**src/rtl/data_bus_router.sv**
```systemverilog
// data_bus_router: address-decoding router between the core data port and
// the data-side slaves. It allows one outstanding transaction at a time and
// generates local error responses for unmapped addresses and slave timeouts.
module data_bus_router #(
  parameter int                       N_SLAVES       = 2,
  parameter logic [N_SLAVES*32-1:0]   SLAVE_BASE     = {32'h0010_0000, 32'h0000_0000},
  parameter logic [N_SLAVES*32-1:0]   SLAVE_MASK     = {32'hFFFF_E000, 32'hFFFF_E000},
  parameter int                       TIMEOUT_CYCLES = 255,
  parameter logic [31:0]              ERR_RDATA      = 32'hDEAD_BEEF
) (
  input  logic                     clk_i,
  input  logic                     rst_i,
  input  logic                     core_req_i,
  input  logic [31:0]              core_addr_i,
  input  logic                     core_we_i,
  input  logic [3:0]               core_be_i,
  input  logic [31:0]              core_wdata_i,
  output logic                     core_gnt_o,
  output logic                     core_rvalid_o,
  output logic [31:0]              core_rdata_o,
  output logic                     core_err_o,
  output logic [N_SLAVES-1:0]      s_req_o,
  output logic [31:0]              s_addr_o,
  output logic                     s_we_o,
  output logic [3:0]               s_be_o,
  output logic [31:0]              s_wdata_o,
  input  logic [N_SLAVES-1:0]      s_gnt_i,
  input  logic [N_SLAVES-1:0]      s_rvalid_i,
  input  logic [N_SLAVES*32-1:0]   s_rdata_i,
  output logic [7:0]               err_count_o
);

  localparam int          SW       = (N_SLAVES > 1) ? $clog2(N_SLAVES) : 1;
  localparam logic [15:0] CNT_LAST = 16'(TIMEOUT_CYCLES - 1);

  typedef enum logic [1:0] {
    ST_IDLE = 2'd0,
    ST_WAIT = 2'd1,
    ST_ERR  = 2'd2
  } state_t;

  state_t               r_state;
  state_t               w_state_next;
  logic [SW-1:0]        r_sel;
  logic [15:0]          r_cnt;
  logic [7:0]           r_err_count;

  logic [N_SLAVES-1:0]  w_match;
  logic                 w_hit;
  logic [SW-1:0]        w_sel;
  logic [31:0]          w_rdata [N_SLAVES];
  logic                 w_take;      // transaction granted: latch slave, clear counter
  logic                 w_err_resp;  // an error response is presented this cycle

  // Request fields are broadcast; only s_req_o is steered.
  assign s_addr_o    = core_addr_i;
  assign s_we_o      = core_we_i;
  assign s_be_o      = core_be_i;
  assign s_wdata_o   = core_wdata_i;
  assign err_count_o = r_err_count;

  // Per-slave address match and unpacked view of the read data bus.
  for (genvar gi = 0; gi < N_SLAVES; gi++) begin : g_slave
    assign w_match[gi] = (core_addr_i & SLAVE_MASK[32*gi +: 32]) == SLAVE_BASE[32*gi +: 32];
    assign w_rdata[gi] = s_rdata_i[32*gi +: 32];
  end

  // Priority decode: the lowest-index matching slave wins.
  always_comb begin
    w_hit = 1'b0;
    w_sel = '0;
    for (int i = N_SLAVES - 1; i >= 0; i--) begin
      if (w_match[i]) begin
        w_hit = 1'b1;
        w_sel = SW'(i);
      end
    end
  end

  // Next-state and output logic; outputs are held quiet while reset is asserted
  // so a dropped transaction never produces a response.
  always_comb begin
    w_state_next  = r_state;
    w_take        = 1'b0;
    w_err_resp    = 1'b0;
    core_gnt_o    = 1'b0;
    core_rvalid_o = 1'b0;
    core_rdata_o  = '0;
    core_err_o    = 1'b0;
    s_req_o       = '0;
    if (!rst_i) begin
      case (r_state)
        ST_IDLE: begin
          if (core_req_i) begin
            if (w_hit) begin
              s_req_o[w_sel] = 1'b1;
              core_gnt_o     = s_gnt_i[w_sel];
              if (s_gnt_i[w_sel]) begin
                w_take = 1'b1;
                // A slave answering in its grant cycle completes without WAIT.
                if (s_rvalid_i[w_sel]) begin
                  core_rvalid_o = 1'b1;
                  core_rdata_o  = w_rdata[w_sel];
                end else begin
                  w_state_next = ST_WAIT;
                end
              end
            end else begin
              core_gnt_o   = 1'b1;
              w_state_next = ST_ERR;
            end
          end
        end
        ST_WAIT: begin
          // A real response takes priority over a timeout in the same cycle.
          if (s_rvalid_i[r_sel]) begin
            core_rvalid_o = 1'b1;
            core_rdata_o  = w_rdata[r_sel];
            w_state_next  = ST_IDLE;
          end else if (r_cnt == CNT_LAST) begin
            core_rvalid_o = 1'b1;
            core_err_o    = 1'b1;
            core_rdata_o  = ERR_RDATA;
            w_err_resp    = 1'b1;
            w_state_next  = ST_IDLE;
          end
        end
        ST_ERR: begin
          core_rvalid_o = 1'b1;
          core_err_o    = 1'b1;
          core_rdata_o  = ERR_RDATA;
          w_err_resp    = 1'b1;
          w_state_next  = ST_IDLE;
        end
        default: w_state_next = ST_IDLE;
      endcase
    end
  end

  // FSM state register.
  always_ff @(posedge clk_i) begin
    if (rst_i) begin
      r_state <= ST_IDLE;
    end else begin
      r_state <= w_state_next;
    end
  end

  // Selected-slave latch and wait-cycle counter for the timeout.
  always_ff @(posedge clk_i) begin
    if (rst_i) begin
      r_sel <= '0;
      r_cnt <= '0;
    end else if (w_take) begin
      r_sel <= w_sel;
      r_cnt <= '0;
    end else if (r_state == ST_WAIT) begin
      r_cnt <= r_cnt + 16'd1;
    end
  end

  // Saturating count of error responses delivered to the core.
  always_ff @(posedge clk_i) begin
    if (rst_i) begin
      r_err_count <= '0;
    end else if (w_err_resp && (r_err_count != 8'hFF)) begin
      r_err_count <= r_err_count + 8'd1;
    end
  end

endmodule

```
**config.mk**
```make
export PLATFORM = sky130hd
export DESIGN_NAME = data_bus_router
export DESIGN_NICKNAME = d
export VERILOG_FILES = /design/src/rtl/data_bus_router.sv
export SDC_FILE = /design/constraint.sdc
export NUM_CORES = 1
export LEC_CHECK = 0
export ABC_AREA = 1
export CORE_UTILIZATION = 35
export DETAILED_ROUTE_END_ITERATION = 8
export PLACE_DENSITY = 0.87
export REMOVE_ABC_BUFFERS = 1
export SLEW_MARGIN = 20
export SYNTH_ARGS = -nofsm -noshare
export SYNTH_HDL_FRONTEND = slang
export SYNTH_SLANG_ARGS = --single-unit
```
**constraint.sdc**
```tcl
create_clock -name clk_i -period 6.2 [get_ports clk_i]
set_input_delay 1.55 -clock clk_i [delete_from_list [all_inputs] [get_ports clk_i]]
set_output_delay 1.55 -clock clk_i [all_outputs]
set_load 0.1 [all_outputs]
```
; After elaboration in Yosys (flattened, before gate mapping)
; Cells that the tools add are included.
[classes]
n_eq_ne = 9
shift = 0
div_mod_pow = 0
multipliers = 0
n_bitwise = 2
n_addsub = 2
muxes = 56
reduce_logical = 6
magnitude_cmp = 5
[ops]
columns = cell, n
row1 = $mux W32, 13
row2 = $pmux W32 S3, 1
row3 = $logic_not A32 Y1, 1
row4 = $mux W1, 28
row5 = $mux W2, 10
row6 = $eq A19 B8 Y1 const B, 1
row7 = $add A16 B1 Y16 const B, 1
row8 = $eq A16 B8 Y1 const B, 1
row9 = $ne A3 B3 Y1 const B, 3
row10 = $add A8 B1 Y8 const B, 1
row11 = $ne A8 B8 Y1 const B, 1
row12 = $ge A2 B2 Y1 const B, 2
row13 = $lt A1 B2 Y1 const B, 2
row14 = $not A1 Y2, 2
row15 = $pmux W2 S2, 1
row16 = $reduce_and A4 Y1, 1
row17 = $pmux W1 S3, 1
row18 = $eq A2 B1 Y1 const B, 1
row19 = $eq A2 B2 Y1 const B, 1
row20 = $logic_and A1 B1 Y1, 2
row21 = $logic_not A2 Y1, 1
row22 = $ne A2 B2 Y1 const B, 1
row23 = $pmux W1 S2, 1
row24 = $reduce_or A2 Y1, 1
row25 = 2 further kinds, 2
[word_totals]
mem_bits_rw = 0
inputBits = 140
mem_count = 0
latchBits = 0
wordCells = 84
reg_bits = 27
output_inout_bits = 114
rom_bits = 0

; Longest topological paths before layout
; Gate-level depths: netlist (run 1).
[logic_depth]
ltp_word = 13
ltp_mapped = 12
ltp_nobuf = 12

; Least setup slack after synthesis (run 1)
; Ideal clock, no wire load.
[synth_path]
path_kind = input to output
startpoint = input port rst_i
endpoint = output port s_req_o[0]
path_slack_ps = 542
required_ps = 4650
path_buffers = 1
t_arrival_ps = 4108
stages = 4
cell_sequence = clkbuf_1 -> nor3_1 -> inv_1 -> nor3_1
[synth_between]
elab_chain_cells = 1
[synth_lines]
columns = item, line
row1 = "start, declared", 12  ; input logic rst_i,
row2 = $mux W2, 91  ; if (!rst_i) begin
row3 = "end, declared", 22  ; output logic [N_SLAVES-1:0] s_req_o,
; No other way between the ends.

; Worst setup path after layout (run 1)
[layout_path]
startpoint = input port core_addr_i[22]
endpoint = output port core_rdata_o[27]
[layout_between]
elab_chain_cells = 13
word_cells_on_any_way = 19
classes_between = eq/ne: 1 / mux: 16 / bitwise: 1 / reduce/logical: 1
[layout_lines]
columns = item, line
row1 = "start, declared", 14  ; input logic [31:0] core_addr_i,
row2 = $eq A19 B8 Y1, 64  ; assign w_match[gi] = (core_addr_i & SLAVE_MASK[32*gi +: 32]) == SLAVE_BASE[32*gi +: 32];
row3 = $mux W1 (2 in a row), 73  ; if (w_match[i]) begin
row4 = $not A1 Y2 (implied by the code), 103  ; core_rdata_o = w_rdata[w_sel];
row5 = $mux W32 (implied by the code) (3 in a row), 103
row6 = $mux W32, 101  ; if (s_rvalid_i[w_sel]) begin
row7 = $mux W32, 98  ; if (s_gnt_i[w_sel]) begin
row8 = $mux W32 *, 95  ; if (w_hit) begin
row9 = $mux W32 *, 94  ; if (core_req_i) begin
row10 = $pmux W32 S3 *, 92  ; case (r_state)
row11 = $mux W32 *, 91
row12 = "end, declared", 20  ; output logic [31:0] core_rdata_o,
; Every way passes the cells marked *; elsewhere a longest branch is shown, timed or not. The select of a mux whose other input is x is not followed.

==> impl_metrics.tcl, run 1 <==
set metrics [dict create \
    synth_area_leaders "nor2_1 (15%), dfxtp_1 (15%), buf_4 (14%)" \
    first_pass_iters 4 \
    power_switching_uw 408.6 \
    worstPathMaxFanout 33 \
    synth.yosys.warnings 0 \
    die_area_um2 10630 \
    path_common_cell "nor2_1" \
    core-area_um2 9819 \
    r2r_end "err_count_o[0]" \
    antenna_found_initial 0 \
    worst-path-buf-inv 3 \
    io_pins 254 \
    cp-start-kind "input port" \
    synthXorXnorAreaFrac_pct 3.428 \
    synthTopCellsByCount "nor2_1 (146), nand2_1 (88), buf_4 (69), inv_1 (61), a211oi_1 (33)" \
    setup_viol 0 \
    yosys.area_share.simple_pct 33.89 \
    netlist_instances 605 \
    ys_types 32 \
    cp-endpoint "core_rdata_o[27]" \
    postCtsSetupRepairBufs 0 \
    ys_dominant_reg_cell "dfxtp_1" \
    worstReg2RegStart "r_cnt[0]" \
    max-vdd-ir-drop_mv 0.09049 \
    final_util_pct 51.16 \
    cts-resized-gates 0 \
    setup_tns_ns 0 \
    cp_top_family "simple AND/OR/NAND/NOR gates" \
    grt_first_pass_wirelength_um 19670 \
    hold_viol_final 0 \
    clock_latency_ns 0.28 \
    overflow 0 \
    dp_cells 797 \
    synth-async-reset-ratio_pct 0 \
    status "complete, no violations" \
    synth_top_family_by_area "simple AND/OR/NAND/NOR gates" \
    synth_area_per_cell_um2 5.913 \
    place_ws_ns 0.7033 \
    critical_path_required_ns 4.65 \
    netlist.area_leader.share_pct 15.32 \
    yosysMostFrequentCell "nor2_1" \
    startpoint "core_addr_i[22]" \
    synth.ff_latch_count 27 \
    drc_errors 0 \
    crit_chain "clkdlybuf4s50_1, nor2_1, nand2_1, nor2_2, nand3_2, inv_2, nand2_4, nor2_8, nand3_4, o21a_1, nor2_1, buf_12" \
    yosys.area.top_type "nor2_1" \
    powerDensity_nw_per_um2 165.7 \
    setup_ws_ns 0.7337 \
    clockPowerShare_pct 12.5 \
    initial_core_util_pct 36.43 \
    relSlewSlack_pct 31.18 \
    synth_compound_area_share_pct 19.69 \
    multi_input_area_um2 2127 \
    stdcell_area_um2 5024 \
    comb_power_share_pct 65.7 \
    route.vias.total 3967 \
    sw_frac_of_total_pct 49.10 \
    seq_power_share_pct 21.8 \
    routed_wl_um 13080 \
    clock-skew-final_ns 0.006211 \
    synth_seq_area_share_pct 15.11 \
    synth_edf_count 0 \
    hp-class "reg -> reg" \
    maxCapViolations 0 \
    path_class "in -> out" \
    r2r_cells 8 \
    fin_crit_sh_pct 88.17 \
    grt_max_degree 67 \
    cts_buffers 3 \
    ff_latch_area_um2 540.5 \
    first_global_vias 3714 \
    worst-r2r-setup-slack_ns 3.70 \
    grt_usage_pct 24.30 \
    fillCellCount 946 \
    synthAdderAreaFrac_pct 2.448 \
    ctsHoldBuffers 0 \
    dp_hpwl_um 10590 \
    ant_nets 0 \
    cts_sinks 27 \
    rsz0062_at_grt "false" \
    area_growth_pct 40.43 \
    die_y_um 103.1 \
    dpl-instance-area_um2 4977 \
    hold-worst-slack_ns 0.4963 \
    diodes 0 \
    cts_root_buffer "clkbuf_8" \
    path_clk_slew_ns 0.10 \
    drive_above_1_share_pct 9.431 \
    clockBufferDepth 2 \
    cts_tree "done" \
    wl_per_cell_um 16.33 \
    muxShareOfSynthArea_pct 0 \
    layout.cells.non_filler 801 \
    final_nets 816 \
    p_total_uw 832.2 \
    htree_levels 1 \
    finalCriticalPeriod_ns 5.466 \
    cp-end-kind "primary output" \
    portBuffers 153 \
    p_leak_nw 2.121 \
    intPower_uw 423.6 \
    routabilityCongestion 0.8771 \
    viasPerCell 4.953 \
    cp.arrival_ns 3.92 \
    synth_area_um2 3577 \
    rows 36 \
    max_freq_mhz 182.9 \
    drt_iter0_drc 164 \
    worst-path-stages 12 \
    cp_slowest_cell "clkdlybuf4s50_1" \
    max_stage_delay_ns 0.43 \
    worstMarginPinSlew_ns 1.032 \
    die_w_um 103.1 \
    drv_slew 0 \
]
-- worst min-delay path by stage --
stage / start / endpoint / slack [ns] / cells past startpoint
after floorplan: r_cnt[15] / r_cnt[15] / 0.45 / 2
after global placement: r_cnt[7] / r_cnt[7] / 0.46 / 2
after detailed placement: r_cnt[7] / r_cnt[7] / 0.48 / 2
after CTS: r_cnt[7] / r_cnt[7] / 0.49 / 2
after global routing: err_count_o[3] / err_count_o[3] / 0.52 / 2
final: r_cnt[7] / r_cnt[7] / 0.50 / 2
-- layout make-up --
class                      instances  share of cell area [%]
multi-input combinational        416                   42.34
timing repair buffer             156                   37.81
sequential                        27                   10.76
inverter                          65                   4.857
tap                              133                   3.313
clock buffer                       3                  0.8219
clock inverter                     1                 0.09963
-- per-layer routing --
metal,vias to the layer above,routed length (µm),track usage [%]
met4,2,250,5.634
met2,193,5585,37.79
li1,1988,-,-
met3,18,2609,21.97
met1,1766,4558,23.54
met5,-,75,6.250
-- state kept, by name (all words and copies together) (netlist names) --
signal / flops
err_count_o: 8
r_cnt: 16
r_sel: 1
r_state: 2
-- tightest hold or removal path, delay by kind of cell, from the launching register on --
kind / cells / cell delay, ns
DFF: 1 / 0.33
AOI/OAI and AO/OA: 1 / 0.06
and+or+nand+nor: 1 / 0.06
-- power groups by stage --
| stage | Combinational (mW) | Sequential (mW) | Clock [mW] |
|---|---|---|---|
| floorplan | 0.288 | 0.189 | 0 |
| global placement | 0.544 | 0.185 | 0 |
| detailed placement | 0.546 | 0.186 | 0 |
| CTS | 0.547 | 0.182 | 0.104 |
| global route | 0.575 | 0.183 | 0.112 |
| finish | 0.546 | 0.182 | 0.104 |
-- logic make-up after synthesis --
family	after synthesis
simple gates	286
compound gates	109
flops	27
buf+inv	162
xor+xnor	14
fa+ha+maj	7
-- placed cells by master, fill, tap and decap left out, drive strengths merged --
cell           Yosys  final
a211oi            33     33
a21oi             14     14
buf               79     40
clkbuf            18      3
clkdlybuf4s50      0    116
clkinv             0      1
dfxtp             27     27
ha                 7      7
inv               65     65
nand2             91     91
nand3             24     24
nand4              5      5
nor2             150    150
nor3               9      9
nor3b              3      3
o21a              25     25
o21ai             36     36
o21bai             1      1
or2                4      4
xnor2              5      5
xor2               9      9
Note: power is estimated with default switching activity, not from simulation.
==> run 2, diff against run 1 <==
--- a/config.mk
+++ b/config.mk
@@ -7,6 +7,7 @@
 export LEC_CHECK = 0
 export ABC_AREA = 1
 export CORE_UTILIZATION = 35
+export CTS_CLUSTER_DIAMETER = 30
 export DETAILED_ROUTE_END_ITERATION = 8
 export PLACE_DENSITY = 0.87
 export REMOVE_ABC_BUFFERS = 1
==> results of run 2 <==
The final DEF is identical to that of run 1; final timing and power are the same.
==> run 3, diff against run 2 <==
--- a/config.mk
+++ b/config.mk
@@ -6,10 +6,11 @@
 export NUM_CORES = 1
 export LEC_CHECK = 0
 export ABC_AREA = 1
-export CORE_UTILIZATION = 35
+export CAP_MARGIN = 20
+export CORE_UTILIZATION = 39
 export CTS_CLUSTER_DIAMETER = 30
 export DETAILED_ROUTE_END_ITERATION = 8
-export PLACE_DENSITY = 0.87
+export PLACE_DENSITY_LB_ADDON = 0.25
 export REMOVE_ABC_BUFFERS = 1
 export SLEW_MARGIN = 20
 export SYNTH_ARGS = -nofsm -noshare
==> run 3 against run 2 <==
Compared with the run above:
- power decreased by 0.74%
- die area decreased by 10%
- clock skew decreased by 0.00062 ns
- first-iteration DRC count decreased by 0.61%
- the flow now finishes with violations (design-rule violations)
- global-route usage increased by 2.3 points
==> impl_metrics.tcl, run 3 (synthesis gave the netlist of run 1 again) <==
set metrics [dict create \
    cts_root_buffer "clkbuf_8" \
    relSlewSlack_pct 33.49 \
    violations "design-rule violations" \
    worstMarginPinSlew_ns 0.9946 \
    drv_slew 0 \
    largest_register_ffs 16 \
    place_ws_ns 0.7117 \
    max_freq_mhz 182.0 \
    cp-end-kind "primary output" \
    final_nets 816 \
    cp-start-kind "input port" \
    worstPathMaxFanout 33 \
    cts_sinks 27 \
    cp-endpoint "core_rdata_o[26]" \
    setup_ws_ns 0.7054 \
    setup_tns_ns 0 \
    routed_wl_um 13110 \
    max-vdd-ir-drop_mv 0.08254 \
    die_area_um2 9559 \
    worstReg2RegStart "r_cnt[0]" \
    critical_path_required_ns 4.65 \
    min-delay-start "r_cnt[7]" \
    cts-resized-gates 0 \
    path_class "in -> out" \
    drt_iter0_drc 163 \
    r2r_end "err_count_o[0]" \
    top_register "r_cnt" \
    grt_usage_pct 26.65 \
    path_clk_slew_ns 0.10 \
    antenna_found_initial 0 \
    r2r_cells 8 \
    die_w_um 97.77 \
    postCtsSetupRepairBufs 0 \
    route.vias.total 3913 \
    fin_crit_sh_pct 88.62 \
    clockBufferDepth 2 \
    startpoint "core_addr_i[30]" \
    hp-class "reg -> reg" \
    setup_viol 0 \
    first_global_vias 3657 \
    powerDensity_nw_per_um2 165.9 \
    hold_viol_final 0 \
    portBuffers 153 \
    rsz0062_at_grt "false" \
    drc_errors 24 \
    p_leak_nw 2.117 \
    core-area_um2 8806 \
    clock_latency_ns 0.27 \
    htree_levels 1 \
    diodes 0 \
    worst-r2r-setup-slack_ns 3.81 \
    cts_buffers 3 \
    grt_max_degree 66 \
    routabilityCongestion 0.8958 \
    area_growth_pct 39.21 \
    layout_common_cells "nor2_1 (146), clkdlybuf4s50_1 (116), nand2_1 (88)" \
    first_pass_iters 6 \
    layout_commonest_cell "nor2_1" \
    die_y_um 97.77 \
    cp.arrival_ns 3.94 \
    wl_per_cell_um 16.89 \
    status "complete, but fails checks" \
    drive_above_1_share_pct 9.431 \
    overflow 0 \
    cts_tree "done" \
    grt_first_pass_wirelength_um 20080 \
    viasPerCell 5.043 \
    dp_hpwl_um 10750 \
    finalCriticalPeriod_ns 5.495 \
    ant_nets 0 \
    maxCapViolations 0 \
    io_pins 254 \
    final_util_pct 56.55 \
    clock-skew-final_ns 0.005595 \
    initial_core_util_pct 40.62 \
    ctsHoldBuffers 0 \
    rows 34 \
]
run 3: metal layers:
| metal | up-vias | global-route usage, % | routed length [µm] |
|---|---|---|---|
| met2 | 199 | 45.06 | 6049 |
| met4 | 4 | 5.128 | 176 |
| li1 | 1986 | - | - |
| met5 | - | 8.205 | 104 |
| met3 | 15 | 22.12 | 2313 |
| met1 | 1709 | 24.30 | 4465 |
run 3: final cells by class:
| cell class | instances | area (µm²) |
|---|---|---|
| Fill cell | 859 | 3826 |
| Multi-Input combinational cell | 416 | 2127 |
| Timing Repair Buffer | 156 | 1887 |
| Sequential cell | 27 | 540.5 |
| Inverter | 65 | 244.0 |
| Tap cell | 108 | 135.1 |
| Clock buffer | 3 | 41.29 |
| Clock inverter | 1 | 5.005 |
run 3: through the flow:
step	cell area, µm²	hold WS [ns]	power (mW)	cells
2_1_floorplan	2912	0.4519	0.4767	508
3_5_place_dp	4933	0.4667	0.7297	772
6_report	4980	0.4843	0.8260	776
4_1_cts	4980	0.4813	0.8298	776
5_1_grt	4980	0.5173	0.8652	776
3_3_place_gp	4933	0.4618	0.7252	772
run 3: report_power, final:
part / internal [mW] / switching, mW / total, mW
Sequential: 0.177 / 0.00448 / 0.182
Clock: 0.0451 / 0.0563 / 0.101
Combinational: 0.199 / 0.344 / 0.543
run 3: worst min-delay path by stage:
stage / end / depth (start not counted)
floorplan: r_cnt[15] / 2
global placement: r_cnt[7] / 2
detailed placement: r_cnt[7] / 2
CTS: r_cnt[7] / 2
global route: r_cnt[7] / 2
finish: r_cnt[7] / 2
run 3: critical path: stages:
cell and delay, ns:
clkdlybuf4s50_1 0.43, nor2_1 0.12, nand2_1 0.07, nor2_2 0.23, nand3_2 0.17, inv_2 0.12, nand2_4 0.07, nor2_8 0.11
nand3_4 0.35, o21a_1 0.31, nor2_1 0.19, buf_12 0.21
